===== config.mk =====
export PLATFORM = sky130hd
export DESIGN_NAME = axil_arbiter_rd_flat
export DESIGN_NICKNAME = d
export VERILOG_FILES = /design/src/rtl/axil_arbiter_rd_if.sv /design/src/rtl/axil_arbiter_rd.sv /design/src/flat_wrapper.sv
export SDC_FILE = /design/constraint.sdc
export NUM_CORES = 1
export LEC_CHECK = 0
export CAP_MARGIN = 15
export CORE_AREA = 2 2 39 41
export DETAILED_ROUTE_END_ITERATION = 8
export DIE_AREA = 0 0 41 43
export GPL_ROUTABILITY_DRIVEN = 0
export PLACE_DENSITY = 0.69
export SLEW_MARGIN = 20
export SYNTH_ARGS = -nofsm -noshare
export SYNTH_HDL_FRONTEND = slang
export SYNTH_SLANG_ARGS = --single-unit

===== constraint.sdc =====
create_clock -name aclk -period 3 [get_ports aclk]
set_input_delay 0.3 -clock aclk [delete_from_list [all_inputs] [get_ports aclk]]
set_output_delay 0.3 -clock aclk [all_outputs]
set_load 0.03 [all_outputs]

===== src/rtl/axil_arbiter_rd_if.sv =====
// -----------------------------------------------------------------------------
// axil_arbiter_rd_if
//
// Bundle of request/handshake and grant signals around the AXI-Lite read-path
// arbiter.
//
//   m_axil_arvalid  [NUMBER_MASTER]      ARVALID of each master, bit i = master i
//   s_axil_arready                       ARREADY from the muxed slave side
//   s_axil_rvalid                        RVALID from the muxed slave side
//   s_axil_rready                        RREADY of the granted master (muxed)
//   grant           [NUMBER_MASTER]      one-hot grant (registered)
//   grant_idx       [$clog2(NUMBER_MASTER)] binary index of the granted master
//   grant_valid                          high while any grant is held
//   timeout_err                          watchdog pulse (AXIL_ARB_TIMEOUT_EN only)
//
// Modports:
//   slave  - the arbiter: samples requests/handshakes, drives the grant side
//   master - the requesting/interconnect side: drives requests, observes grant
//
// Optional feature macro: AXIL_ARB_TIMEOUT_EN (adds timeout_err).
// -----------------------------------------------------------------------------
interface axil_arbiter_rd_if #(
  parameter int unsigned NUMBER_MASTER = 4
);
  localparam int unsigned IDX_W = $clog2(NUMBER_MASTER);

  logic [NUMBER_MASTER-1:0] m_axil_arvalid;
  logic                     s_axil_arready;
  logic                     s_axil_rvalid;
  logic                     s_axil_rready;
  logic [NUMBER_MASTER-1:0] grant;
  logic [IDX_W-1:0]         grant_idx;
  logic                     grant_valid;
`ifdef AXIL_ARB_TIMEOUT_EN
  logic                     timeout_err;
`endif

  modport slave (
    input  m_axil_arvalid,
    input  s_axil_arready,
    input  s_axil_rvalid,
    input  s_axil_rready,
    output grant,
    output grant_idx,
`ifdef AXIL_ARB_TIMEOUT_EN
    output timeout_err,
`endif
    output grant_valid
  );

  modport master (
    output m_axil_arvalid,
    output s_axil_arready,
    output s_axil_rvalid,
    output s_axil_rready,
    input  grant,
    input  grant_idx,
`ifdef AXIL_ARB_TIMEOUT_EN
    input  timeout_err,
`endif
    input  grant_valid
  );

endinterface


===== src/rtl/axil_arbiter_rd.sv =====
// -----------------------------------------------------------------------------
// axil_arbiter_rd
//
// Fixed-priority arbiter for the AXI-Lite read path. Picks the lowest-index
// master asserting ARVALID and holds the grant for the whole read transaction
// (AR handshake, then R handshake). Master 0 has the highest priority. There
// is no preemption; after every transaction at least one cycle is spent in
// IDLE with the grant dropped.
//
// Ports:
//   aclk     in  clock, all logic on posedge
//   aresetn  in  asynchronous active-low reset (clears grant immediately)
//   bus      axil_arbiter_rd_if.slave:
//              m_axil_arvalid, s_axil_arready, s_axil_rvalid, s_axil_rready in;
//              grant, grant_idx, grant_valid (and timeout_err) out, all registered
//
// Parameters:
//   NUMBER_MASTER   number of requesting masters (>=2)
//   TIMEOUT_CYCLES  DATA-state watchdog limit (>=2), present only with the macro
//
// Optional feature macro: AXIL_ARB_TIMEOUT_EN
//   Adds a watchdog in DATA: after TIMEOUT_CYCLES cycles without an R handshake
//   the grant is dropped and timeout_err pulses for one cycle. An R handshake
//   on the expiry cycle wins and exits normally.
// -----------------------------------------------------------------------------
module axil_arbiter_rd #(
  parameter int unsigned NUMBER_MASTER  = 4
`ifdef AXIL_ARB_TIMEOUT_EN
 ,parameter int unsigned TIMEOUT_CYCLES = 256
`endif
) (
  input  logic               aclk,
  input  logic               aresetn,
  axil_arbiter_rd_if.slave   bus
);

  localparam int unsigned IDX_W = $clog2(NUMBER_MASTER);

  typedef enum logic [1:0] {
    IDLE = 2'd0,
    ADDR = 2'd1,
    DATA = 2'd2
  } state_t;

  state_t                   state_q, state_d;
  logic [NUMBER_MASTER-1:0] grant_q, grant_d;
  logic [IDX_W-1:0]         idx_q, idx_d;
  logic                     gv_q, gv_d;

  // Priority encoder result for the IDLE decision
  logic                     req_found;
  logic [IDX_W-1:0]         req_idx;

`ifdef AXIL_ARB_TIMEOUT_EN
  localparam int unsigned CNT_W = $clog2(TIMEOUT_CYCLES);
  localparam logic [CNT_W-1:0] CNT_LAST = CNT_W'(TIMEOUT_CYCLES - 1);

  logic [CNT_W-1:0]         cnt_q, cnt_d;
  logic                     tmo_q, tmo_d;
`endif

  // Lowest set index wins; the found flag stops later (lower-priority) bits
  // from overwriting the first hit.
  always_comb begin
    req_found = 1'b0;
    req_idx   = '0;
    for (int unsigned i = 0; i < NUMBER_MASTER; i++) begin
      if (bus.m_axil_arvalid[i] && !req_found) begin
        req_found = 1'b1;
        req_idx   = IDX_W'(i);
      end
    end
  end

  always_comb begin
    state_d = state_q;
    grant_d = grant_q;
    idx_d   = idx_q;
`ifdef AXIL_ARB_TIMEOUT_EN
    cnt_d   = cnt_q;
    tmo_d   = 1'b0;
`endif

    case (state_q)
      IDLE: begin
        if (req_found) begin
          grant_d          = '0;
          grant_d[req_idx] = 1'b1;
          idx_d            = req_idx;
          state_d          = ADDR;
        end
      end

      ADDR: begin
        // A dropped ARVALID keeps the grant; an early R handshake is ignored.
        if (bus.m_axil_arvalid[idx_q] && bus.s_axil_arready) begin
          state_d = DATA;
`ifdef AXIL_ARB_TIMEOUT_EN
          cnt_d   = '0;
`endif
        end
      end

      DATA: begin
        if (bus.s_axil_rvalid && bus.s_axil_rready) begin
          state_d = IDLE;
          grant_d = '0;
          idx_d   = '0;
        end
`ifdef AXIL_ARB_TIMEOUT_EN
        else if (cnt_q == CNT_LAST) begin
          state_d = IDLE;
          grant_d = '0;
          idx_d   = '0;
          tmo_d   = 1'b1;
        end else begin
          cnt_d   = cnt_q + 1'b1;
        end
`endif
      end

      default: begin
        state_d = IDLE;
        grant_d = '0;
        idx_d   = '0;
      end
    endcase

    gv_d = |grant_d;
  end

  always_ff @(posedge aclk or negedge aresetn) begin
    if (!aresetn) begin
      state_q <= IDLE;
      grant_q <= '0;
      idx_q   <= '0;
      gv_q    <= 1'b0;
    end else begin
      state_q <= state_d;
      grant_q <= grant_d;
      idx_q   <= idx_d;
      gv_q    <= gv_d;
    end
  end

`ifdef AXIL_ARB_TIMEOUT_EN
  always_ff @(posedge aclk or negedge aresetn) begin
    if (!aresetn) begin
      cnt_q <= '0;
      tmo_q <= 1'b0;
    end else begin
      cnt_q <= cnt_d;
      tmo_q <= tmo_d;
    end
  end

  assign bus.timeout_err = tmo_q;
`endif

  assign bus.grant       = grant_q;
  assign bus.grant_idx   = idx_q;
  assign bus.grant_valid = gv_q;

endmodule


===== src/flat_wrapper.sv =====
// flat-port wrapper written by rule: the top's interface ports become plain ports
module axil_arbiter_rd_flat 
#(
  parameter int unsigned NUMBER_MASTER  = 4

)
  (aclk, aresetn, bus_m_axil_arvalid, bus_s_axil_arready, bus_s_axil_rvalid, bus_s_axil_rready, bus_grant, bus_grant_idx, bus_grant_valid);
  axil_arbiter_rd_if #(.NUMBER_MASTER(NUMBER_MASTER)) bus_i ();
  input  logic aclk;
  input  logic aresetn;
  input wire logic [$bits(bus_i.m_axil_arvalid)-1:0] bus_m_axil_arvalid;
  input wire logic [$bits(bus_i.s_axil_arready)-1:0] bus_s_axil_arready;
  input wire logic [$bits(bus_i.s_axil_rvalid)-1:0] bus_s_axil_rvalid;
  input wire logic [$bits(bus_i.s_axil_rready)-1:0] bus_s_axil_rready;
  output wire logic [$bits(bus_i.grant)-1:0] bus_grant;
  output wire logic [$bits(bus_i.grant_idx)-1:0] bus_grant_idx;
  output wire logic [$bits(bus_i.grant_valid)-1:0] bus_grant_valid;
  assign bus_i.m_axil_arvalid = bus_m_axil_arvalid;
  assign bus_i.s_axil_arready = bus_s_axil_arready;
  assign bus_i.s_axil_rvalid = bus_s_axil_rvalid;
  assign bus_i.s_axil_rready = bus_s_axil_rready;
  assign bus_grant = bus_i.grant;
  assign bus_grant_idx = bus_i.grant_idx;
  assign bus_grant_valid = bus_i.grant_valid;
  axil_arbiter_rd #(.NUMBER_MASTER(NUMBER_MASTER)) u_core (.aclk(aclk), .aresetn(aresetn), .bus(bus_i));
endmodule

==> key figures, run 1 <==
Floorplan
  • Die Ht: 43 um
  • Rows: 14
  • # IOs: 16
  • DIE AREA: 1760 um2
  • Core area: 1380 um2
  • Initial Util: 0.375
  • Die span in x: 41 um

Clock tree
  • CTS Sinks: 9
  • Root Buffer: clkbuf_4
  • Post-CTS Setup Inserts: 0
  • CTS Buffer Depth: 2
  • CTS tree: yes
  • TritonCTS buffer count: 3
  • Hold_buf cts: 0
  • H-Tree Depth: 1
  • Later-pin clock latency in the skew report: 270 ps
  • Clock slew at reported path FFs: 60 ps
  • CTS resizes: 0

Cells and area
  • Area grow syn2layout: 34.2%
  • Commonest cells after routing, fill and taps aside: 15 x clkdlybuf4s50_1, 9 x dfrtp_1, 4 x inv_1, 4 x nor2_1
  • Commonest non-fill, non-tap cell in the layout: clkdlybuf4s50_1
  • Share of cells above drive strength 1: 0.141
  • Final net count: 74
  • # diodes: 0

STA
  • Worst-margin pin slew: 536 ps
  • Total negative slack: 0 ps
  • Setup violations, final: 0
  • Fmax: 570 MHz
  • Tmin final: 1750 ps
  • Unrepaired setup endpoints after global routing: false
  • Setup Skew: 4.68 ps
  • Slew Limit Fails: 0
  • Period utilization: 0.585
  • Final Hold Fails: 0
  • Max-slew headroom: 0.639

Synthesis
  • Net Count, Synth: 56
  • Synth unique cells: 26
  • Asr flop ratio synth: 1.00
  • Post-synth EDFFs: 0
  • Yosys reg bits: 9
  • Synth warn: 0
  • Gate Count Post-Synth: 47
  • Avg Cell Area, Syn: 11.0 um2
  • Cell Area, Synth: 519 um2
  • Main synth FF type: dfrtp_1
  • Seq/Total Area, Yosys: 0.434

Global routing
  • Largest net degree at the start of global routing: 13
  • GRT Resource Usage Total: 0.160
  • Initial antenna violation count: 0
  • First-pass GRT wire length: 1880 um
  • Total grt overflow: 0
  • Vias in the first global route: 432

Power
  • Internal Power: 392 uW
  • Total power draw: 680 uW
  • Lkg Pwr: 0.000287 uW
  • PD cells: 976 nW/um2
  • Flop pwr share: 0.350
  • Combinational power share: 0.506
  • Peak VDD IR: 0.000385 V
  • Net switching fraction of the power: 0.423
  • Clock power frac: 0.144
  • Net switching power: 288 uW

Routing
  • Detailed Routing Iterations Pass 1: 4
  • Initial drt markers: 25
  • Final WL: 1140 um
  • Routed vias: 452
  • Wire length per cell: 14.3 um
  • Drt drc: 0
  • Antenna-violating nets left: 0
  • Vias per cell: 5.65

Critical path
  • Critical path class: reg -> reg
  • Critical Path RT: 3140 ps
  • Crit path DAT: 1900 ps
  • Setup crit end kind: flip-flop
  • Worst Setup SP: u_core.state_q[0]
  • R2r setup slk: 1250 ps
  • FF-to-FF path depth: 4
  • R2R Path End: u_core.bus.grant_valid
  • R2r startpoint: u_core.state_q[0]
  • Critical Path Start Type: flip-flop
  • Crit-path max FO: 10

Status
  • Status: finished clean

Flow run
  • Maxcap violations: 0

Placed design
  • Input/output buffers: 15
  • Dpl hpwl: 855 um

Min path
  • Hold Path Class: in -> async
## cell families (layout without fill, tap and decap cells)
kind of cell | Yosys count | in the layout | share of synthesized area
AND/OR/NAND/NOR | 16 | 16 | 0.181
flip-flops | 9 | 9 | 0.434
multiplexers | 1 | 1 | 0.0506
AO/OA/AOI/OAI | 15 | 15 | 0.270
buffers and inverters | 6 | 23 | 0.0651
## area by class of cell
type                    count  area, um2
fillers                   136        687
multi-input cells          32        260
well taps                  16       20.0
flip-flops and latches      9        225
inverters                   4       15.0
clock buffers               4       26.3
repair buffers             15        150
## cells in the mapped netlist, types with 2 or more instances
library cell	n	area share
dfrtp_1	9	0.43
inv_1	4	0.029
nor2_1	4	0.029
nand2_1	3	0.022
a21boi_0	2	0.029
a21oi_1	2	0.019
a22o_2	2	0.039
nand2b_1	2	0.024
nor3_1	2	0.019
## layer usage
metal / track usage / part of all wire / vias up
met5: 0 / 0 / -
met4: 0.0667 / 0.019 / 0
met3: 0.0576 / 0.090 / 2
met2: 0.234 / 0.48 / 19
met1: 0.205 / 0.41 / 221
li1: - / - / 210
## state kept, by name, indices dropped and copies added, names as in the netlist
register / count
u_core.bus.grant_valid: 1
u_core.state_q: 2
u_core.bus.grant_idx: 2
u_core.bus.grant: 4
## worst max-delay path, stage by stage (launching register included)
cell and delay [ps]:
dfrtp_1 590, nand2b_1 180, o21ai_0 130, a22o_1 280, or4_1 460
## power groups by stage
stage          clock [uW]  combinational, uW  sequential [uW]
2_1_floorplan           0                201              278
6_report             97.9                345              238
3_5_place_dp            0                346              241
4_1_cts               101                348              239
5_1_grt               107                372              248
3_3_place_gp            0                347              242
## worst max path at each step
| stage | to | cells after the start |
|---|---|---|
| 6_report | u_core.bus.grant_valid | 4 |
| 5_1_grt | u_core.bus.grant_valid | 4 |
| 4_1_cts | u_core.bus.grant_valid | 4 |
| 3_5_place_dp | u_core.bus.grant_valid | 5 |
| 3_3_place_gp | u_core.bus.grant_valid | 5 |
| 2_1_floorplan | u_core.bus.grant_valid | 4 |
## stage by stage
stage | cell area [um2] | cells | worst slack [ps] | utilization | hold WS, ps
2_1_floorplan | 519 | 47 | 1480 | - | 4.41
3_3_place_gp | 671 | 76 | 998 | 0.485 | 517
3_5_place_dp | 671 | 76 | 1000 | 0.485 | 529
4_1_cts | 697 | 80 | 1230 | 0.504 | 343
5_1_grt | 697 | 80 | 1120 | 0.504 | 360
6_report | 697 | 80 | 1250 | 0.504 | 329
No activity file was read; power rests on OpenSTA's default activity.
==> inputs of run 2 (changes only) <==
==> constraint.sdc (replaced) <==
create_clock -name aclk -period 1.8 [get_ports aclk]
set_input_delay 0.18 -clock aclk [delete_from_list [all_inputs] [get_ports aclk]]
set_output_delay 0.18 -clock aclk [all_outputs]
set_load 0.03 [all_outputs]
==> key figures, run 2 (synthesis gave the netlist of run 1 again) <==
Cells and area
  • # diodes: 0 (unchanged)
  • Share of cells above drive strength 1: 0.217 (+0.0768)
  • Fin area: 736 um2 (+5.6%)
  • Commonest non-fill, non-tap cell in the layout: clkdlybuf4s50_1
  • Final net count: 79 (+6.8%)
  • Fill cells: 125 (-8.1%)
  • Commonest cells after routing, fill and taps aside: 15 x clkdlybuf4s50_1, 8 x dfrtp_1, 5 x buf_4, 4 x inv_1, 4 x nor2_1
  • Finished Core Util: 0.532 (+0.0280)
  • Max FFs per register: 4 (unchanged)
  • Area grow syn2layout: 41.7%
  • Finished Layout Cells: 85 (+6.3%)

Critical path
  • R2r startpoint: u_core.state_q[1]
  • Critical Path Start Type: flip-flop
  • Crit path DAT: 1830 ps (-70 ps)
  • FF-to-FF path depth: 4 (unchanged)
  • Critical path class: reg -> reg
  • R2r setup slk: 110 ps (-1140 ps)
  • R2R Path End: u_core.bus.grant_valid
  • Critical Path RT: 1940 ps (-1200 ps)
  • Crit-path max FO: 12 (+2)
  • Setup crit end kind: flip-flop

Routing
  • Drt drc: 0 (unchanged)
  • Routed vias: 471 (+4.2%)
  • Vias per cell: 5.54 (-1.9%)
  • Antenna-violating nets left: 0 (unchanged)
  • Final WL: 1240 um (+8.7%)
  • Detailed Routing Iterations Pass 1: 4 (unchanged)
  • Wire length per cell: 14.6 um (+2.3%)
  • Initial drt markers: 23 (-8.0%)

Floorplan
  • Initial Util: 0.375 (unchanged)
  • DIE AREA: 1760 um2 (unchanged)
  • # IOs: 16 (unchanged)
  • Rows: 14 (unchanged)
  • Die span in x: 41 um (unchanged)
  • Core area: 1380 um2 (unchanged)
  • Die Ht: 43 um (unchanged)

STA
  • Period utilization: 0.940 (+0.356)
  • Worst-margin pin slew: 485 ps (-51.4 ps)
  • Slew Limit Fails: 0 (unchanged)
  • Max-slew headroom: 0.674 (+0.0346)
  • Fmax: 591 MHz (+3.7%)
  • Setup Skew: 2.49 ps (-2.20 ps)
  • Tmin final: 1690 ps (-62.0 ps)
  • Final Hold Fails: 0 (unchanged)
  • Setup violations, final: 0 (unchanged)
  • Unrepaired setup endpoints after global routing: false
  • Setup ws final: 107 ps (-1140 ps)

Global routing
  • GRT Resource Usage Total: 0.167 (+0.00679)
  • Vias in the first global route: 458 (+6.0%)
  • Largest net degree at the start of global routing: 13 (unchanged)
  • Total grt overflow: 0 (unchanged)
  • First-pass GRT wire length: 1910 um (+1.9%)
  • Initial antenna violation count: 0 (unchanged)

Placed design
  • Placed cell areas: 708 um2 (+5.6%)
  • Pre-CTS WS: -71.7 ps (-1080 ps)
  • Input/output buffers: 15 (unchanged)
  • Placed cell count: 81 (+6.6%)

Clock tree
  • CTS Buffer Depth: 2 (unchanged)
  • Root Buffer: clkbuf_4
  • Later-pin clock latency in the skew report: 270 ps (about the same)
  • TritonCTS buffer count: 3 (unchanged)
  • Clock slew at reported path FFs: 60 ps (about the same)
  • Post-CTS Setup Inserts: 0 (unchanged)
  • CTS Sinks: 9 (unchanged)
  • CTS tree: yes
  • H-Tree Depth: 1 (unchanged)

Power
  • Lkg Pwr: 0.000309 uW (+7.6%)
  • PD cells: 1590 nW/um2 (+63%)
  • Total power draw: 1170 uW (+72%)
  • Peak VDD IR: 0.000711 V (+85%)

Status
  • Status: finished clean

Min path
  • Hold Path Class: in -> async

Flow run
  • Maxcap violations: 0 (unchanged)
[run 2: cell types whose count changed in the layout (fill, tap and decap cells not counted), sizes merged]
cell / previous run / this run
buf: 0 / 5
[run 2: repair_timing]
action	CTS	global route
gates resized for setup	0	1
setup endpoints to repair	0	1
hold buffers	0	0
[run 2: worst max path at each step]
stage	start	end	slack, ps	depth (start not counted)
after CTS	u_core.state_q[1]	u_core.bus.grant_valid	8	4
final	u_core.state_q[1]	u_core.bus.grant_valid	110	4
after floorplan	u_core.bus.grant[0]	u_core.bus.grant_valid	280	4
after detailed placement	bus_s_axil_rvalid	u_core.bus.grant_valid	-70	5
after global routing	u_core.state_q[1]	u_core.bus.grant_valid	50	4
after global placement	bus_s_axil_rvalid	u_core.bus.grant_valid	-50	5
[run 2: stage by stage]
step           hold WS, ps  TNS, ps
6_report               204        0
5_1_grt                243        0
4_1_cts                219        0
3_5_place_dp           505    -71.7
3_3_place_gp           501    -49.5
2_1_floorplan         -116        0
[run 2: worst max-delay path, stage by stage (launching register included)]
cell and delay (ps):
dfrtp_2 510, nand2b_1 160, o21ai_0 140, a22o_1 270
or4_1 480
[run 2: where the power goes]
part | internal [uW] | total, uW | switching [uW]
combinational | 303 | 629 | 327
sequential | 287 | 380 | 92.8
clock | 85.8 | 162 | 76.2
total | 676 | 1170 | 495
[run 2: per-layer routing]
metal  GRT usage  share of wire  vias up
met2       0.250           0.51       16
met1       0.207           0.41      230
li1            -              -      220
met5           0              0        -
met4      0.0800          0.023        0
met3      0.0524          0.062        5
[run 2: layout make-up]
class                      instances  area (um2)  area share
clock buffer                       4        26.3      0.0357
timing repair buffer              20         188       0.255
sequential                         9         226       0.308
inverter                           4        15.0      0.0204
tap                               16        20.0      0.0272
multi-input combinational         32         260       0.354
